$ cat src/rtl/mem_bus_arbiter_if.sv
// Bus bundle between the icache/dcache requesters, the arbiter and memory.
// The slave modport is the arbiter's view; master is the requester/memory side.
`ifndef XLEN
`define XLEN 64
`endif

interface mem_bus_arbiter_if #(
    parameter int TAG_W = 4,
    parameter int XLEN  = `XLEN
);
    logic [1:0]       ic_command;
    logic [XLEN-1:0]  ic_addr;
    logic [1:0]       dc_command;
    logic [XLEN-1:0]  dc_addr;
    logic [63:0]      dc_data;
    logic [TAG_W-1:0] mem_response;
    logic [63:0]      mem_data;
    logic [TAG_W-1:0] mem_tag;

    logic [1:0]       proc2mem_command;
    logic [XLEN-1:0]  proc2mem_addr;
    logic [63:0]      proc2mem_data;
    logic [TAG_W-1:0] ic_response;
    logic [63:0]      ic_data;
    logic [TAG_W-1:0] ic_tag;
    logic [TAG_W-1:0] dc_response;
    logic [63:0]      dc_data_out;
    logic [TAG_W-1:0] dc_tag;
    logic [TAG_W:0]   ic_outstanding;
    logic [TAG_W:0]   dc_outstanding;

    modport slave (
        input  ic_command, ic_addr, dc_command, dc_addr, dc_data,
               mem_response, mem_data, mem_tag,
        output proc2mem_command, proc2mem_addr, proc2mem_data,
               ic_response, ic_data, ic_tag,
               dc_response, dc_data_out, dc_tag,
               ic_outstanding, dc_outstanding
    );

    modport master (
        output ic_command, ic_addr, dc_command, dc_addr, dc_data,
               mem_response, mem_data, mem_tag,
        input  proc2mem_command, proc2mem_addr, proc2mem_data,
               ic_response, ic_data, ic_tag,
               dc_response, dc_data_out, dc_tag,
               ic_outstanding, dc_outstanding
    );
endinterface

$ cat src/rtl/mem_bus_arbiter.sv
// Memory bus arbiter: shares one 64-bit memory bus between icache and dcache.
// Grant, accept routing and return routing are combinational; a tag-owner table
// steers each data return to the requester that issued the load.
// Optional statistics counters are built when MEM_ARB_STATS_EN is defined.
`ifndef XLEN
`define XLEN 64
`endif

// Per-requester outstanding-load counter, saturating at 2^TAG_W in both directions.
module mem_bus_arbiter_outstanding #(
    parameter int TAG_W = 4
) (
    input  logic         clock,
    input  logic         reset,
    input  logic         inc,
    input  logic         dec,
    output logic [TAG_W:0] cnt
);
    localparam logic [TAG_W:0] CNT_MAX = {1'b1, {TAG_W{1'b0}}};

    // Simultaneous accept and return cancel out; never wrap past either end.
    always_ff @(posedge clock or posedge reset) begin
        if (reset)
            cnt <= '0;
        else if (inc && !dec && cnt != CNT_MAX)
            cnt <= cnt + 1'b1;
        else if (dec && !inc && cnt != '0)
            cnt <= cnt - 1'b1;
    end
endmodule

module mem_bus_arbiter #(
    parameter int TAG_W        = 4,
    parameter int STARVE_LIMIT = 4,
    parameter int XLEN         = `XLEN
) (
    input  logic clock,
    input  logic reset,
    mem_bus_arbiter_if.slave bus
`ifdef MEM_ARB_STATS_EN
    ,
    output logic [31:0] ic_grant_cnt,
    output logic [31:0] dc_grant_cnt,
    output logic [31:0] ic_stall_cnt
`endif
);
    localparam logic [1:0] BUS_NONE  = 2'd0;
    localparam logic [1:0] BUS_LOAD  = 2'd1;
    localparam int         SW        = $clog2(STARVE_LIMIT) + 1;
    localparam logic [SW-1:0] LIMIT  = SW'(STARVE_LIMIT);
    localparam int         NTAGS     = 1 << TAG_W;

    logic              ic_req, dc_req;
    logic              ic_win, dc_win;
    logic              accepted, load_acc;
    logic              ret_hit, ret_owner;
    logic [SW-1:0]     starve_cnt;
    logic [NTAGS-1:0]  tbl_valid;
    logic [NTAGS-1:0]  tbl_owner;   // 0 = icache, 1 = dcache
    logic [1:0]        inc_vec, dec_vec;
    logic [1:0][TAG_W:0] out_vec;

    // Pick the winner and pass its command through to memory; route accept and return.
    always_comb begin
        ic_req   = bus.ic_command != BUS_NONE;
        dc_req   = bus.dc_command != BUS_NONE;
        ic_win   = ic_req && (!dc_req || starve_cnt == LIMIT);
        dc_win   = dc_req && !ic_win;

        bus.proc2mem_command = BUS_NONE;
        bus.proc2mem_addr    = {XLEN{1'b0}};
        bus.proc2mem_data    = '0;
        if (ic_win) begin
            bus.proc2mem_command = bus.ic_command;
            bus.proc2mem_addr    = bus.ic_addr;
        end else if (dc_win) begin
            bus.proc2mem_command = bus.dc_command;
            bus.proc2mem_addr    = bus.dc_addr;
            bus.proc2mem_data    = bus.dc_data;
        end

        bus.ic_response = ic_win ? bus.mem_response : '0;
        bus.dc_response = dc_win ? bus.mem_response : '0;

        accepted = (ic_win || dc_win) && bus.mem_response != '0;
        load_acc = accepted && bus.proc2mem_command == BUS_LOAD;

        // Tag 0 is never allocated, so it can never hit.
        ret_hit   = bus.mem_tag != '0 && tbl_valid[bus.mem_tag];
        ret_owner = tbl_owner[bus.mem_tag];

        bus.ic_tag      = '0;
        bus.ic_data     = '0;
        bus.dc_tag      = '0;
        bus.dc_data_out = '0;
        if (ret_hit && !ret_owner) begin
            bus.ic_tag  = bus.mem_tag;
            bus.ic_data = bus.mem_data;
        end else if (ret_hit && ret_owner) begin
            bus.dc_tag      = bus.mem_tag;
            bus.dc_data_out = bus.mem_data;
        end

        inc_vec = {load_acc && dc_win, load_acc && ic_win};
        dec_vec = {ret_hit && ret_owner, ret_hit && !ret_owner};
        bus.ic_outstanding = out_vec[0];
        bus.dc_outstanding = out_vec[1];
    end

    // Count consecutive icache losses; a rejected forced grant keeps icache forced.
    always_ff @(posedge clock or posedge reset) begin
        if (reset)
            starve_cnt <= '0;
        else if (!ic_req)
            starve_cnt <= '0;
        else if (ic_win) begin
            if (bus.mem_response != '0)
                starve_cnt <= '0;
        end else if (starve_cnt != LIMIT)
            starve_cnt <= starve_cnt + 1'b1;
    end

    // Retire the returning tag first so a same-cycle reallocation of that tag wins.
    always_ff @(posedge clock or posedge reset) begin
        if (reset) begin
            tbl_valid <= '0;
            tbl_owner <= '0;
        end else begin
            if (ret_hit)
                tbl_valid[bus.mem_tag] <= 1'b0;
            if (load_acc) begin
                tbl_valid[bus.mem_response] <= 1'b1;
                tbl_owner[bus.mem_response] <= dc_win;
            end
        end
    end

    mem_bus_arbiter_outstanding #(.TAG_W(TAG_W)) u_out [1:0] (
        .clock (clock),
        .reset (reset),
        .inc   (inc_vec),
        .dec   (dec_vec),
        .cnt   (out_vec)
    );

`ifdef MEM_ARB_STATS_EN
    // Free-running grant/stall statistics; wrap naturally at 2^32.
    always_ff @(posedge clock or posedge reset) begin
        if (reset) begin
            ic_grant_cnt <= '0;
            dc_grant_cnt <= '0;
            ic_stall_cnt <= '0;
        end else begin
            if (accepted && ic_win)
                ic_grant_cnt <= ic_grant_cnt + 1'b1;
            if (accepted && dc_win)
                dc_grant_cnt <= dc_grant_cnt + 1'b1;
            if (ic_req && !(accepted && ic_win))
                ic_stall_cnt <= ic_stall_cnt + 1'b1;
        end
    end
`endif
endmodule

$ cat src/flat_wrapper.sv
// flat-port wrapper written by rule: the top's interface ports become plain ports
module mem_bus_arbiter_flat 
#(
    parameter int TAG_W        = 4,
    parameter int STARVE_LIMIT = 4,
    parameter int XLEN         = `XLEN
)
  (clock, reset, bus_ic_command, bus_ic_addr, bus_dc_command, bus_dc_addr, bus_dc_data, bus_mem_response, bus_mem_data, bus_mem_tag, bus_proc2mem_command, bus_proc2mem_addr, bus_proc2mem_data, bus_ic_response, bus_ic_data, bus_ic_tag, bus_dc_response, bus_dc_data_out, bus_dc_tag, bus_ic_outstanding, bus_dc_outstanding);
  mem_bus_arbiter_if #(.TAG_W(TAG_W), .XLEN(XLEN)) bus_i ();
  input  logic clock;
  input  logic reset;
  input wire logic [$bits(bus_i.ic_command)-1:0] bus_ic_command;
  input wire logic [$bits(bus_i.ic_addr)-1:0] bus_ic_addr;
  input wire logic [$bits(bus_i.dc_command)-1:0] bus_dc_command;
  input wire logic [$bits(bus_i.dc_addr)-1:0] bus_dc_addr;
  input wire logic [$bits(bus_i.dc_data)-1:0] bus_dc_data;
  input wire logic [$bits(bus_i.mem_response)-1:0] bus_mem_response;
  input wire logic [$bits(bus_i.mem_data)-1:0] bus_mem_data;
  input wire logic [$bits(bus_i.mem_tag)-1:0] bus_mem_tag;
  output wire logic [$bits(bus_i.proc2mem_command)-1:0] bus_proc2mem_command;
  output wire logic [$bits(bus_i.proc2mem_addr)-1:0] bus_proc2mem_addr;
  output wire logic [$bits(bus_i.proc2mem_data)-1:0] bus_proc2mem_data;
  output wire logic [$bits(bus_i.ic_response)-1:0] bus_ic_response;
  output wire logic [$bits(bus_i.ic_data)-1:0] bus_ic_data;
  output wire logic [$bits(bus_i.ic_tag)-1:0] bus_ic_tag;
  output wire logic [$bits(bus_i.dc_response)-1:0] bus_dc_response;
  output wire logic [$bits(bus_i.dc_data_out)-1:0] bus_dc_data_out;
  output wire logic [$bits(bus_i.dc_tag)-1:0] bus_dc_tag;
  output wire logic [$bits(bus_i.ic_outstanding)-1:0] bus_ic_outstanding;
  output wire logic [$bits(bus_i.dc_outstanding)-1:0] bus_dc_outstanding;
  assign bus_i.ic_command = bus_ic_command;
  assign bus_i.ic_addr = bus_ic_addr;
  assign bus_i.dc_command = bus_dc_command;
  assign bus_i.dc_addr = bus_dc_addr;
  assign bus_i.dc_data = bus_dc_data;
  assign bus_i.mem_response = bus_mem_response;
  assign bus_i.mem_data = bus_mem_data;
  assign bus_i.mem_tag = bus_mem_tag;
  assign bus_proc2mem_command = bus_i.proc2mem_command;
  assign bus_proc2mem_addr = bus_i.proc2mem_addr;
  assign bus_proc2mem_data = bus_i.proc2mem_data;
  assign bus_ic_response = bus_i.ic_response;
  assign bus_ic_data = bus_i.ic_data;
  assign bus_ic_tag = bus_i.ic_tag;
  assign bus_dc_response = bus_i.dc_response;
  assign bus_dc_data_out = bus_i.dc_data_out;
  assign bus_dc_tag = bus_i.dc_tag;
  assign bus_ic_outstanding = bus_i.ic_outstanding;
  assign bus_dc_outstanding = bus_i.dc_outstanding;
  mem_bus_arbiter #(.TAG_W(TAG_W), .STARVE_LIMIT(STARVE_LIMIT), .XLEN(XLEN)) u_core (.clock(clock), .reset(reset), .bus(bus_i));
endmodule
$ cat config.mk
export PLATFORM = sky130hd
export DESIGN_NAME = mem_bus_arbiter_flat
export DESIGN_NICKNAME = d
export VERILOG_FILES = /design/src/rtl/mem_bus_arbiter_if.sv /design/src/rtl/mem_bus_arbiter.sv /design/src/flat_wrapper.sv
export SDC_FILE = /design/constraint.sdc
export NUM_CORES = 1
export LEC_CHECK = 0
export ABC_AREA = 0
export BUFFER_PORTS_ARGS = -buffer_cell sky130_fd_sc_hd__buf_2
export CAP_MARGIN = 20
export CORE_AREA = 3 3 214 216
export CTS_CLUSTER_DIAMETER = 120
export CTS_CLUSTER_SIZE = 30
export DETAILED_ROUTE_END_ITERATION = 12
export DIE_AREA = 0 0 217 219
export PLACE_DENSITY = 0.33
export SLEW_MARGIN = 20
export SYNTH_ARGS = -nofsm -noshare
export SYNTH_HDL_FRONTEND = slang
export SYNTH_SLANG_ARGS = --single-unit
export TNS_END_PERCENT = 1
$ cat constraint.sdc
create_clock -name clock -period 6.9 [get_ports clock]
set_input_delay 0.69 -clock clock [delete_from_list [all_inputs] [get_ports clock]]
set_output_delay 0.69 -clock clock [all_outputs]
set_load 0.005 [all_outputs]
==> impl_metrics.toml, run 1 <==
[logic_synthesis]
ys_async_sr_fraction_pct = 100.0
yosys_warnings = 0
synth_cell_types = 58
netlist_instances = 607
ys_ff_latch = 45
synth.cell_area_mm2 = 0.004840
synth_top_cells_by_area = "dfrtp_1 (23%), and3_1 (18%), a22o_1 (12%)"
avgSynthCellArea_um2 = 7.973
synth_ff_type = "dfrtp_1"
synth_most_common_cell = "and3_1"
synth_edf_count = 0
yosysTopAreaCellShare_pct = 23.27
ys_seq_area_share_pct = 23.27
yosys-top-cells-count = "and3_1 (136), and2_1 (72), a22o_1 (64)"
synth_nets = 887
yosysTopAreaCell = "dfrtp_1"

[global_route]
track_usage_pct = 13.96
grt_max_degree = 118
antenna_found_initial = 16
grt_pass1_vias = 7056
grt_overflow = 0
grt_pass1_wl_mm = 49.13

[cts]
ctsHoldBuffers = 0
cts_tree = "built"
path_clk_slew_ns = 0.08
cts_root_buf = "clkbuf_16"
h-tree-depth = 2
cts_buffers = 5
post_cts_resized = 0
cts_buffer_depth = 2
cts_sinks = 45
clock_latency_ns = 0.30
post_cts_buffers = 0

[detailed_routing]
drtAntennaViolNets = 0
vias = 6971
first_iter_violations = 337
wl_per_cell_um = 21.07
drc = 0
wl_mm = 35.97
drt-vias-per-instance = 4.084
drt_first_pass_iters = 4

[placement]
dp_hpwl_mm = 30.70
place.gp.congestion = 0.8823
portBuffers = 553

[flow_run]
cap_violations = 0

[timing]
maxSlewViolCount = 0
period_needed_ns = 3.926
slew-limit-headroom_pct = 29.81
finalClockSkew_ns = 0.01089
max_freq_mhz = 254.7
hold_viol_final = 0
rsz0062_at_grt = "no"
worstMarginPinSlew_ns = 1.053
finalCritPeriodShare_pct = 56.89
fin_setup_tns_ns = 0
finalSetupViolCount = 0

[critical_path]
cp.required_ns = 6.21
crit_fanout = 117
reg2reg_depth = 13
crit_arrival_ns = 3.24
crit_type = "register to output port"
crit_path_end_kind = "output port"
r2r_start = "u_core.starve_cnt[0]"
regToRegEndpoint = "u_core.u_out[1].cnt[3]"
startpoint_type = "register"
r2r_slack_ns = 3.38

[cells_and_area]
nets = 1388
drive_gt1_share_pct = 54.37
fill_cells = 5125
multi_input_area_mm2 = 0.003417
fin_util_pct = 18.84
synthToLayoutAreaGrowth_pct = 71.79
seq_area_mm2 = 0.001126

[floorplanning]
start_util_pct = 10.97
num_rows = 77
die_h_um = 219
die_w_um = 217
num_io_pins = 554
fp.dieArea_mm2 = 0.04752
core_mm2 = 0.04412

[pwr]
p_leak_nw = 4.914
irDropWorstVdd_mv = 0.1090
powerDensity_mw_per_mm2 = 206.8

[hold_path]
whs_path_depth = 0
hp-start = "u_core.tbl_valid[0]"
hold_end = "u_core.tbl_valid[0]"
hold_path_class = "register to register"

[run_status]
outcome = "complete, no violations"
## registers in the layout (all words and copies together), names as in the netlist
register           count
u_core.tbl_owner      16
u_core.u_out.cnt      10
u_core.tbl_valid      16
u_core.starve_cnt      3
## cells by family after synthesis
family	Yosys count	share of synthesized area, %
compound gates	146	23.06
xor+xnor	4	0.7240
fa+ha+maj	10	2.896
buf+inv	78	6.618
flops	45	23.27
mux	18	5.791
simple gates	306	37.64
## critical path, cell delays in order (launching register included)
cell and delay, ns:
dfrtp_1 0.39, inv_1 0.06, ha_1 0.22, a2bb2oi_2 0.27, nor2_4 0.13, nor2_4 0.46
buf_4 0.87, a22o_1 0.27, buf_2 0.20
## layout make-up
| class | instances | share of cell area (%) |
|---|---|---|
| well taps | 592 | 8.909 |
| clock inverters | 3 | 0.3010 |
| clock buffers | 5 | 1.505 |
| diodes | 6 | 0.1806 |
| inverters | 12 | 0.5418 |
| repair buffers | 560 | 33.92 |
| flip-flops and latches | 45 | 13.54 |
| multi-input cells | 484 | 41.10 |
## cell usage in the layout (no fill, tap or decap), types with 8 or more instances in the layout
cell type and count:
mux2_2 10, nor3_1 15, a21oi_1 11, o21ai_0 32, nand3_1 11, and3_1 136, nand2_1 25, nor2_1 9
inv_1 12, dfrtp_1 45, buf_2 553, a22o_1 64, ha_1 8, and2_1 72
## how the worst max path moves through the flow
stage	from	endpoint	slack, ns	cells after the start
2_1_floorplan	bus_mem_tag[0]	u_core.u_out[1].cnt[4]	3.47	12
3_3_place_gp	bus_mem_tag[0]	u_core.u_out[0].cnt[4]	2.69	14
3_5_place_dp	bus_mem_tag[0]	u_core.u_out[0].cnt[4]	2.65	14
4_1_cts	u_core.starve_cnt[0]	bus_proc2mem_addr[5]	2.87	8
5_1_grt	u_core.starve_cnt[0]	bus_proc2mem_addr[63]	2.69	8
6_report	u_core.starve_cnt[0]	bus_proc2mem_addr[63]	2.97	8
## layer usage
layer	wire length (µm)	GRT usage [%]
met1	11680	12.86
met3	2635	2.506
met5	0	0
met4	1074	4.544
met2	20590	30.07
## where the power goes
group	internal [W]	switching [W]
clock network	0.000137	0.000127
logic	0.000462	0.000573
registers	0.000342	0.0000793
## stage by stage
step / std cells / hold slack [ns] / setup slack [ns] / cell area [µm²] / total power, W
after floorplan: 607 / 0.4246 / 3.471 / 4840 / 0.0009746
after global placement: 1693 / 0.3739 / 2.690 / 8149 / 0.001485
after detailed placement: 1693 / 0.3687 / 2.650 / 8149 / 0.001480
after CTS: 1701 / 0.3866 / 2.873 / 8299 / 0.001753
final: 1707 / 0.3822 / 2.974 / 8314 / 0.001720
after global routing: 1704 / 0.4045 / 2.689 / 8307 / 0.001857
Power figures use the tool's default switching activity.
==> inputs of run 2 (changes only) <==
--- a/config.mk
+++ b/config.mk
@@ -5,14 +5,14 @@
 export SDC_FILE = /design/constraint.sdc
 export NUM_CORES = 1
 export LEC_CHECK = 0
-export ABC_AREA = 0
+export ABC_AREA = 1
 export BUFFER_PORTS_ARGS = -buffer_cell sky130_fd_sc_hd__buf_2
 export CAP_MARGIN = 20
-export CORE_AREA = 3 3 214 216
+export CORE_AREA = 3 3 216 218
 export CTS_CLUSTER_DIAMETER = 120
 export CTS_CLUSTER_SIZE = 30
 export DETAILED_ROUTE_END_ITERATION = 12
-export DIE_AREA = 0 0 217 219
+export DIE_AREA = 0 0 219 221
 export PLACE_DENSITY = 0.33
 export SLEW_MARGIN = 20
 export SYNTH_ARGS = -nofsm -noshare
==> constraint.sdc (replaced) <==
create_clock -name clock -period 3.4 [get_ports clock]
set_input_delay 0.34 -clock clock [delete_from_list [all_inputs] [get_ports clock]]
set_output_delay 0.34 -clock clock [all_outputs]
set_load 0.005 [all_outputs]
==> run 2 against run 1 <==
Global-route usage decreased by 0.84 points. Die area rose by 1.8%. Clock power up 130%. Non-clock buffer count increased by 5. Area after synthesis fell by 1.1%. Worst setup slack got worse by 2.5 ns. First-iteration DRC count down 37%. Critical path depth rose by 6. Sequential share of layout area fell by 0.075 points. Final area rose by 0.56%. Critical endpoint is now bus_ic_data[1].
==> impl_metrics.toml, run 2 <==
[global_route]
antenna_found_initial = 12
grt_max_degree = 70
grt_overflow = 0
grt_pass1_vias = 7261
grt_pass1_wl_mm = 47.00
track_usage_pct = 13.12

[logic_synthesis]
ys_async_sr_fraction_pct = 100.0
synth_top_cells_by_area = "dfrtp_1 (24%), nor2_1 (16%), inv_1 (13%)"
synth_nets = 1088
synth_most_common_cell = "nor2_1"
yosysTopAreaCell = "dfrtp_1"
synth_edf_count = 0
yosysTopAreaCellShare_pct = 23.52
ys_seq_area_share_pct = 23.52
netlist_instances = 808
ys_ff_latch = 45
synth_cell_types = 31
synth.cell_area_mm2 = 0.004787
synth_ff_type = "dfrtp_1"
avgSynthCellArea_um2 = 5.925
yosys_warnings = 0
yosys-top-cells-count = "nor2_1 (210), inv_1 (170), nand2_1 (157)"

[critical_path]
crit_type = "input pin to output port"
crit_path_end_kind = "output port"
crit_arrival_ns = 2.63
crit_fanout = 69
startpoint_type = "input pin"
cp.required_ns = 3.06

[floorplanning]
num_io_pins = 554
die_h_um = 221
core_mm2 = 0.04509
fp.dieArea_mm2 = 0.04840
start_util_pct = 10.62
num_rows = 78
die_w_um = 219

[cells_and_area]
fin_util_pct = 18.54
fill_cells = 5317
nets = 1616
drive_gt1_share_pct = 45.25
multi_input_area_mm2 = 0.002784
reg.largest.list = "u_core.tbl_owner (16), u_core.tbl_valid (16), u_core.u_out.cnt (10)"
seq_area_mm2 = 0.001126
instances_no_fill = 1942
final_common_cell = "buf_2"
layout_common_cells = "buf_2 (553), nor2_1 (210), inv_1 (167)"
synthToLayoutAreaGrowth_pct = 74.65

[detailed_routing]
drc = 0
vias = 7108
drt-vias-per-instance = 3.660
wl_mm = 34.03
first_iter_violations = 212
drt_first_pass_iters = 4
drtAntennaViolNets = 0
wl_per_cell_um = 17.52

[pwr]
irDropWorstVdd_mv = 0.1905
fin_total_pwr_w = 0.003653
p_leak_nw = 5.488
powerDensity_mw_per_mm2 = 437.0

[timing]
fin_setup_tns_ns = 0
maxSlewViolCount = 0
worstMarginPinSlew_ns = 0.9588
slew-limit-headroom_pct = 36.08
hold_viol_final = 0
rsz0062_at_grt = "no"
finalClockSkew_ns = 0.003265
timing.hold.ws_ns = 0.1846
period_needed_ns = 2.969
finalCritPeriodShare_pct = 87.31
max_freq_mhz = 336.9
finalSetupViolCount = 0

[placement]
dp_hpwl_mm = 30.23
portBuffers = 553
dp.cells = 1929
place.gp.congestion = 0.8456

[cts]
clock_latency_ns = 0.30
cts_root_buf = "clkbuf_16"
cts_tree = "built"
path_clk_slew_ns = 0.07
post_cts_resized = 0
cts_sinks = 45
post_cts_buffers = 0
ctsHoldBuffers = 0
h-tree-depth = 2
cts_buffers = 5
cts_buffer_depth = 2

[flow_run]
cap_violations = 0

[hold_path]
hold_path_class = "input pin to asynchronous set/reset pin"

[run_status]
outcome = "complete, no violations"
==> run 2: cell types whose count changed in the layout (fill, tap and decap cells not counted), moves of 8 or more <==
cell and delta:
nand2_1 +132, and3_1 -136, and2_1 -72, nor2_4 +8, nor3_1 -11, mux2_2 -10
nor2_1 +201, nor2_2 +9, inv_1 +155
==> run 2: final timing paths <==
kind,slack [ns],cells past startpoint,from,to
worst min register to register,0.38,0,u_core.tbl_owner[0],u_core.tbl_owner[0]
max in group asynchronous,2.73,3,reset,u_core.tbl_valid[2]
worst max-delay path,0.43,14,bus_mem_tag[0],bus_ic_data[1]
min in group clock,0.38,0,u_core.tbl_owner[0],u_core.tbl_owner[0]
worst max register to register,0.48,17,u_core.starve_cnt[0],u_core.u_out[1].cnt[4]
worst min-delay path,0.18,3,reset,u_core.starve_cnt[1]
==> run 2: kinds of logic (layout without fill, tap and decap cells) <==
group	count (synthesis)	after routing	share of synthesized area, %
xor+xnor	6	6	1.098
other cells	0	5	0
fa+ha+maj	10	10	2.927
flops	45	45	23.52
buf+inv	215	744	18.56
simple gates	418	418	36.57
compound gates	114	114	17.33
==> run 2: metrics by stage <==
stage | cell area [µm²] | setup WS [ns]
after CTS | 8348 | 0.4219
after detailed placement | 8173 | 0.4186
after global routing | 8361 | 0.09796
after global placement | 8173 | 0.4261
final | 8361 | 0.4314
after floorplan | 4787 | 0.9301
==> run 2: power breakdown <==
group	internal (W)	total, W	switching, W
logic	0.000895	0.00216	0.00127
registers	0.000722	0.000879	0.000156
clock network	0.000354	0.000612	0.000257
==> run 2: worst max-delay path: stages <==
cell	delay [ns]
buf_2	0.30
inv_2	0.24
nand2_1	0.12
nand2_1	0.05
nand2_1	0.05
nand2_1	0.06
nand2_1	0.05
nand2_1	0.08
inv_1	0.06
nand2_1	0.12
nand3_4	0.10
buf_4	0.69
nor2_1	0.10
buf_2	0.17
==> run 2: metal layers <==
| metal | share of wire, % | vias to the layer above | global-route usage (%) |
|---|---|---|---|
| met5 | 0.15 | - | 0 |
| met4 | 3.6 | 8 | 5.854 |
| met3 | 8.1 | 43 | 2.829 |
| met2 | 55 | 381 | 26.71 |
| met1 | 33 | 3173 | 12.15 |
| li1 | - | 3503 | - |
==> run 2: area by class of cell <==
class / count / area share, %
flip-flops and latches: 45 / 13.47
clock buffers: 5 / 1.497
inverters: 171 / 7.677
well taps: 600 / 8.979
multi-input cells: 548 / 33.30
diodes: 5 / 0.1497
clock inverters: 3 / 0.5986
repair buffers: 565 / 34.33
